==> src/rtl/sha256_job_arbiter.sv <==
// sha256_job_arbiter
// Shares one simplified_sha256 core between NUM_REQ requesters. Jobs are
// granted round-robin, their addresses latched, and the core started. The
// core's done handshake is tracked, the job duration measured, and a hung
// core is flagged with a watchdog.
//
// Ports
//   clk, reset_n       clock, asynchronous active-low reset
//   req                per-requester job request (level, held until ack)
//   req_msg_addr       flattened message addresses, slice i = [16i+15:16i]
//   req_out_addr       flattened output addresses, same slicing
//   ack                one-hot one-cycle completion pulse
//   err                pulses with ack when the job timed out
//   job_cycles         cycles from core_start to done rise, held after ack
//   grant_id           current / last granted requester
//   busy               high whenever the FSM is not idle
//   core_start         start pulse to the core
//   core_message_addr  latched message address of the running job
//   core_output_addr   latched output address of the running job
//   core_done          core's done (high while the core is idle)
//
// state     | meaning
// ----------+----------------------------------------------------------
// IDLE      | waiting for a request while the core is idle
// START     | core_start asserted for this single cycle
// WAIT_BUSY | waiting for the core to leave idle (done falls)
// WAIT_DONE | waiting for the core to finish (done rises)
// ACK       | completion pulse to the granted requester

module sha256_job_arbiter #(
    parameter int NUM_REQ        = 4,
    parameter int TIMEOUT_CYCLES = 4096
) (
    input  logic                   clk,
    input  logic                   reset_n,
    input  logic [NUM_REQ-1:0]     req,
    input  logic [NUM_REQ*16-1:0]  req_msg_addr,
    input  logic [NUM_REQ*16-1:0]  req_out_addr,
    output logic [NUM_REQ-1:0]     ack,
    output logic                   err,
    output logic [15:0]            job_cycles,
    output logic [2:0]             grant_id,
    output logic                   busy,
    output logic                   core_start,
    output logic [15:0]            core_message_addr,
    output logic [15:0]            core_output_addr,
    input  logic                   core_done
);

    typedef enum logic [2:0] {
        IDLE,
        START,
        WAIT_BUSY,
        WAIT_DONE,
        ACK
    } state_t;

    localparam logic [15:0] TIMEOUT = 16'(TIMEOUT_CYCLES);

    state_t       state, state_nxt;
    logic [2:0]   ptr;
    logic [15:0]  cnt, cnt_nxt, cnt_inc;
    logic         timeout_nxt;
    logic         grant;

    // Requests and addresses widened to the 8-entry maximum so the 3-bit
    // winner index can address them directly.
    logic [7:0]   req_ext;
    logic [15:0]  msg_arr [8];
    logic [15:0]  out_arr [8];

    logic [2:0]   win;
    logic         win_vld;
    logic [2:0]   ptr_nxt;
    logic [NUM_REQ-1:0] ack_onehot;

    always_comb begin
        req_ext = 8'(req);
        for (int i = 0; i < 8; i++) begin
            msg_arr[i] = '0;
            out_arr[i] = '0;
        end
        for (int i = 0; i < NUM_REQ; i++) begin
            msg_arr[i] = req_msg_addr[16*i +: 16];
            out_arr[i] = req_out_addr[16*i +: 16];
        end
    end

    // Round-robin search: first active request at or above ptr, wrapping.
    always_comb begin
        logic [3:0] idx;
        win     = '0;
        win_vld = 1'b0;
        idx     = '0;
        for (int k = 0; k < NUM_REQ; k++) begin
            idx = {1'b0, ptr} + 4'(k);
            if (idx >= 4'(NUM_REQ)) begin
                idx = idx - 4'(NUM_REQ);
            end
            if (!win_vld && req_ext[idx[2:0]]) begin
                win     = idx[2:0];
                win_vld = 1'b1;
            end
        end
    end

    assign ptr_nxt = (win == 3'(NUM_REQ - 1)) ? 3'd0 : win + 3'd1;
    assign cnt_inc = (cnt == 16'hFFFF) ? cnt : cnt + 16'd1;

    always_comb begin
        for (int i = 0; i < NUM_REQ; i++) begin
            ack_onehot[i] = (grant_id == 3'(i));
        end
    end

    always_comb begin
        state_nxt   = state;
        cnt_nxt     = cnt;
        timeout_nxt = 1'b0;
        grant       = 1'b0;
        case (state)
            IDLE: begin
                if (core_done && win_vld) begin
                    grant     = 1'b1;
                    cnt_nxt   = '0;
                    state_nxt = START;
                end
            end
            START: begin
                state_nxt = WAIT_BUSY;
            end
            WAIT_BUSY: begin
                cnt_nxt = cnt_inc;
                if (cnt_inc >= TIMEOUT) begin
                    timeout_nxt = 1'b1;
                    state_nxt   = ACK;
                end else if (!core_done) begin
                    state_nxt = WAIT_DONE;
                end
            end
            WAIT_DONE: begin
                cnt_nxt = cnt_inc;
                // A done rise on the timeout cycle still counts as success.
                if (core_done) begin
                    state_nxt = ACK;
                end else if (cnt_inc >= TIMEOUT) begin
                    timeout_nxt = 1'b1;
                    state_nxt   = ACK;
                end
            end
            ACK: begin
                state_nxt = IDLE;
            end
            default: begin
                state_nxt = IDLE;
            end
        endcase
    end

    // Outputs are registered from the next-state so they line up with the
    // state they describe.
    always_ff @(posedge clk or negedge reset_n) begin
        if (!reset_n) begin
            state             <= IDLE;
            ptr               <= '0;
            cnt               <= '0;
            ack               <= '0;
            err               <= 1'b0;
            job_cycles        <= '0;
            grant_id          <= '0;
            busy              <= 1'b0;
            core_start        <= 1'b0;
            core_message_addr <= '0;
            core_output_addr  <= '0;
        end else begin
            state      <= state_nxt;
            cnt        <= cnt_nxt;
            busy       <= (state_nxt != IDLE);
            core_start <= (state_nxt == START);
            ack        <= (state_nxt == ACK) ? ack_onehot : '0;
            err        <= (state_nxt == ACK) && timeout_nxt;
            if (state_nxt == ACK) begin
                job_cycles <= cnt_nxt;
            end
            if (grant) begin
                grant_id          <= win;
                ptr               <= ptr_nxt;
                core_message_addr <= msg_arr[win];
                core_output_addr  <= out_arr[win];
            end
        end
    end

endmodule

==> config.mk <==
export PLATFORM = sky130hd
export DESIGN_NAME = sha256_job_arbiter
export DESIGN_NICKNAME = d
export VERILOG_FILES = /design/src/rtl/sha256_job_arbiter.sv
export SDC_FILE = /design/constraint.sdc
export NUM_CORES = 1
export LEC_CHECK = 0
export CORE_MARGIN = 10
export CORE_UTILIZATION = 39
export CTS_CLUSTER_SIZE = 16
export DETAILED_ROUTE_END_ITERATION = 16
export PLACE_DENSITY = 0.77
export SLEW_MARGIN = 20
export SYNTH_ARGS = -nofsm -noshare
export SYNTH_HDL_FRONTEND = slang
export SYNTH_SLANG_ARGS = --single-unit
==> constraint.sdc <==
create_clock -name clk -period 3.5 [get_ports clk]
set_input_delay 0.35 -clock clk [delete_from_list [all_inputs] [get_ports clk]]
set_output_delay 0.35 -clock clk [all_outputs]
set_load 0.01 [all_outputs]
==> impl_metrics.env <==
export IMPL_totalNegativeSetupSlack_ns=0
export IMPL_clock_sinks=80
export IMPL_cts_root_to_sink_buffers=2
export IMPL_clock_pin_slew_on_the_worst_setup_and_hold_paths_ns=0.06
export IMPL_postCtsHoldBufs=0
export IMPL_timing_final_max_slew_violations=0
export IMPL_insertion_delay_ns=0.34
export IMPL_antenna_diode_count=0
export IMPL_pin_count_of_the_biggest_net_entering_global_routing=81
export IMPL_crit_path_end_kind="flop"
export IMPL_cts_htree_levels=3
export IMPL_tightest_slew_ns=0.882
export IMPL_hold_path_class="in2async"
export IMPL_cap_viol_max_count=0
export IMPL_grt_setup_unrepaired="no"
export IMPL_remaining_drc_errors=0
export IMPL_synth_edf_count=0
export IMPL_p_leak_nw=2.97
export IMPL_synth_top_cell_area_share_pct=42.8
export IMPL_fp_row_count=39
export IMPL_final_hold_viol_count=0
export IMPL_multi_input_comb_area_sq_um=2470
export IMPL_post_cts_repair_setup_buffers=0
export IMPL_grt_pass1_vias=4786
export IMPL_vias_per_cell=5.87
export IMPL_totalWireLength_um=17800
export IMPL_cts_resized=0
export IMPL_fin_nets=796
export IMPL_fillCellCount=953
export IMPL_worst_r2r_path_cells=9
export IMPL_worst_endpoint_required_ns=3.72
export IMPL_placed_cells=789
export IMPL_synthToLayoutAreaGrowth_pct=52.6
export IMPL_synth_lib_cells_used_distinct=56
export IMPL_core_region_area_sq_um=11600
export IMPL_final_common_cell="clkdlybuf4s50_1"
export IMPL_detailedPlacementHpwl_um=13300
export IMPL_synth_async_reset_ratio_pct=100
export IMPL_number_of_i_o_pins=193
export IMPL_grt_antenna_before_repair=0
export IMPL_power_density_nw_per_um2=881
export IMPL_gp_congestion=0.948
export IMPL_synthesis_instances=477
export IMPL_grt_first_pass_wirelength_um=27100
export IMPL_drt_antenna_violating_nets=0
export IMPL_die_width_um=130
export IMPL_synth_area_per_cell_sq_um=9.81
export IMPL_run_status="finished, final reports clean"
export IMPL_post_layout_cell_count=803
export IMPL_initial_core_util_pct=40.4
export IMPL_register_bit_count_reported_by_yosys=80
export IMPL_setup_worst_path_class="reg2reg"
export IMPL_synth_top_area_cell="dfrtp_1"
export IMPL_report_final_setup_viol=0
export IMPL_port_buffers=192
export IMPL_die_area_sq_um=16800
export IMPL_peakVddDrop_mv=0.484
export IMPL_netlist_top_cells_area="dfrtp_1 (43%), mux2i_1 (7.5%), a311oi_1 (6.4%), nand2_1 (4.6%), a221oi_1 (4.3%)"
export IMPL_postSynth_topFlopCell="dfrtp_1"
export IMPL_wire_per_inst_um=22.2
export IMPL_post_route_cells_drive_above_1_share_pct=9.24
export IMPL_post_route_min_period_ns=3.24
export IMPL_critical_path_startpoint_type="flop"
export IMPL_globalRouteOverflowTotal=0
export IMPL_worst_hold_slack_ns=0.0516
export IMPL_timing_slew_headroom_pct=41.2
export IMPL_layout_common_cells="clkdlybuf4s50_1 (191), dfrtp_1 (80), nand2_1 (57)"
export IMPL_finalCritPeriodShare_pct=92.6
export IMPL_achievable_frequency_mhz=308
export IMPL_seq_area_frac_synth_pct=42.8
export IMPL_detail_route_first_pass_iterations=4
export IMPL_post_synth_instance_area_sq_um=4680
export IMPL_crit_path_max_fanout=17
export IMPL_yosys_warnings=0
export IMPL_die_y_um=130
export IMPL_tritoncts="yes"
export IMPL_synth_net_count=616
export IMPL_clock_root_buffer="clkbuf_16"
export IMPL_drt_first_iter_violations=403
export IMPL_routed_via_count=4711
export IMPL_tritoncts_num_buffers=9
export IMPL_groute_usage_overall_pct=20.5
export IMPL_fin_skew_ns=0.00908
export IMPL_final_seq_area_sq_um=2000
export IMPL_cp_data_arrival_time_ns=3.46
-- worst paths after layout --
path / startpoint / end / slack (ns)
max in group asynchronous: reset_n / core_output_addr[7]$_DFFE_PN0P_ / 2.94
min reg2reg: job_cycles[2]$_DFFE_PN0N_ / job_cycles[2]$_DFFE_PN0N_ / 0.47
min: reset_n / job_cycles[7]$_DFFE_PN0N_ / 0.05
min in group clk: job_cycles[2]$_DFFE_PN0N_ / job_cycles[2]$_DFFE_PN0N_ / 0.47
max reg2reg: ptr[0]$_DFFE_PN0P_ / core_output_addr[2]$_DFFE_PN0P_ / 0.26
max: ptr[0]$_DFFE_PN0P_ / core_output_addr[2]$_DFFE_PN0P_ / 0.26
-- state kept, by name (all words and copies together), names as in the netlist, 3 cells and up --
name / cells
cnt: 16
ptr: 3
ack: 4
core_message_addr: 16
state: 3
job_cycles: 16
grant_id: 3
core_output_addr: 16
-- metal layers --
| metal | wire [um] | GRT usage (%) |
|---|---|---|
| met4 | 262 | 5.95 |
| met2 | 8910 | 35.1 |
| met1 | 6960 | 23.9 |
| met3 | 1660 | 7.10 |
| met5 | 0 | 0 |
-- power by group --
part | switching (mW) | total, mW | internal, mW | leakage, nW
combinational | 1.97 | 3.70 | 1.74 | 1.82
clock | 0.377 | 1.07 | 0.691 | 0.158
sequential | 0.238 | 1.52 | 1.28 | 0.993
total | 2.58 | 6.29 | 3.71 | 2.97
-- cells by family after synthesis --
logic type / share of synthesized area, %
AOI/OAI and AO/OA: 23.1
DFF: 42.8
xor gates and xnor gates: 0.375
and+or+nand+nor: 16.2
muxes: 11.6
adders and majority gates: 1.07
buffers and inverters: 4.87
-- synthesized netlist by cell type (3+ instances only) --
cell / number
a2111oi_0: 3
a211oi_1: 4
a21o_1: 5
a21oi_1: 7
a221oi_1: 23
a221oi_2: 6
a311oi_1: 34
a31oi_1: 8
a41oi_1: 3
and2_1: 4
and3_1: 7
and4_1: 4
buf_2: 11
clkbuf_1: 26
dfrtp_1: 80
ha_1: 4
inv_1: 7
mux2_2: 11
mux2i_1: 35
mux4_2: 3
nand2_1: 57
nand2b_1: 5
nand3_1: 10
nand4_1: 5
nor2_1: 44
nor3_1: 10
o211a_1: 3
o211ai_1: 4
o21ai_0: 15
o31ai_1: 4
-- worst max-delay path, cell delays in order (launching register included) --
cell      delay, ns
dfrtp_1        0.34
inv_1          0.08
ha_1           0.33
mux4_2         0.51
a21o_1         0.25
nor3_1         0.58
o21ai_4        0.32
buf_4          0.25
mux2i_1        0.13
a221oi_1       0.33
-- through the flow --
stage                     utilization (%)  power, mW  area [sq um]  worst slack (ns)
after floorplan                         -       3.77          4680            0.0320
after global placement               58.8       5.12          6800             0.263
after detailed placement             58.8       5.23          6800             0.142
after CTS                            61.7       6.34          7130             0.268
after global routing                 61.7       6.72          7140            0.0309
final                                61.7       6.29          7140             0.258
-- final cells by class --
class,count,share of cell area (%)
well taps,143,2.51
repair buffers,211,29.8
multi-input cells,348,34.6
flip-flops and latches,80,28.0
clock inverters,5,1.49
clock buffers,9,3.16
inverters,7,0.368
Note: power is estimated with default switching activity, not from simulation.
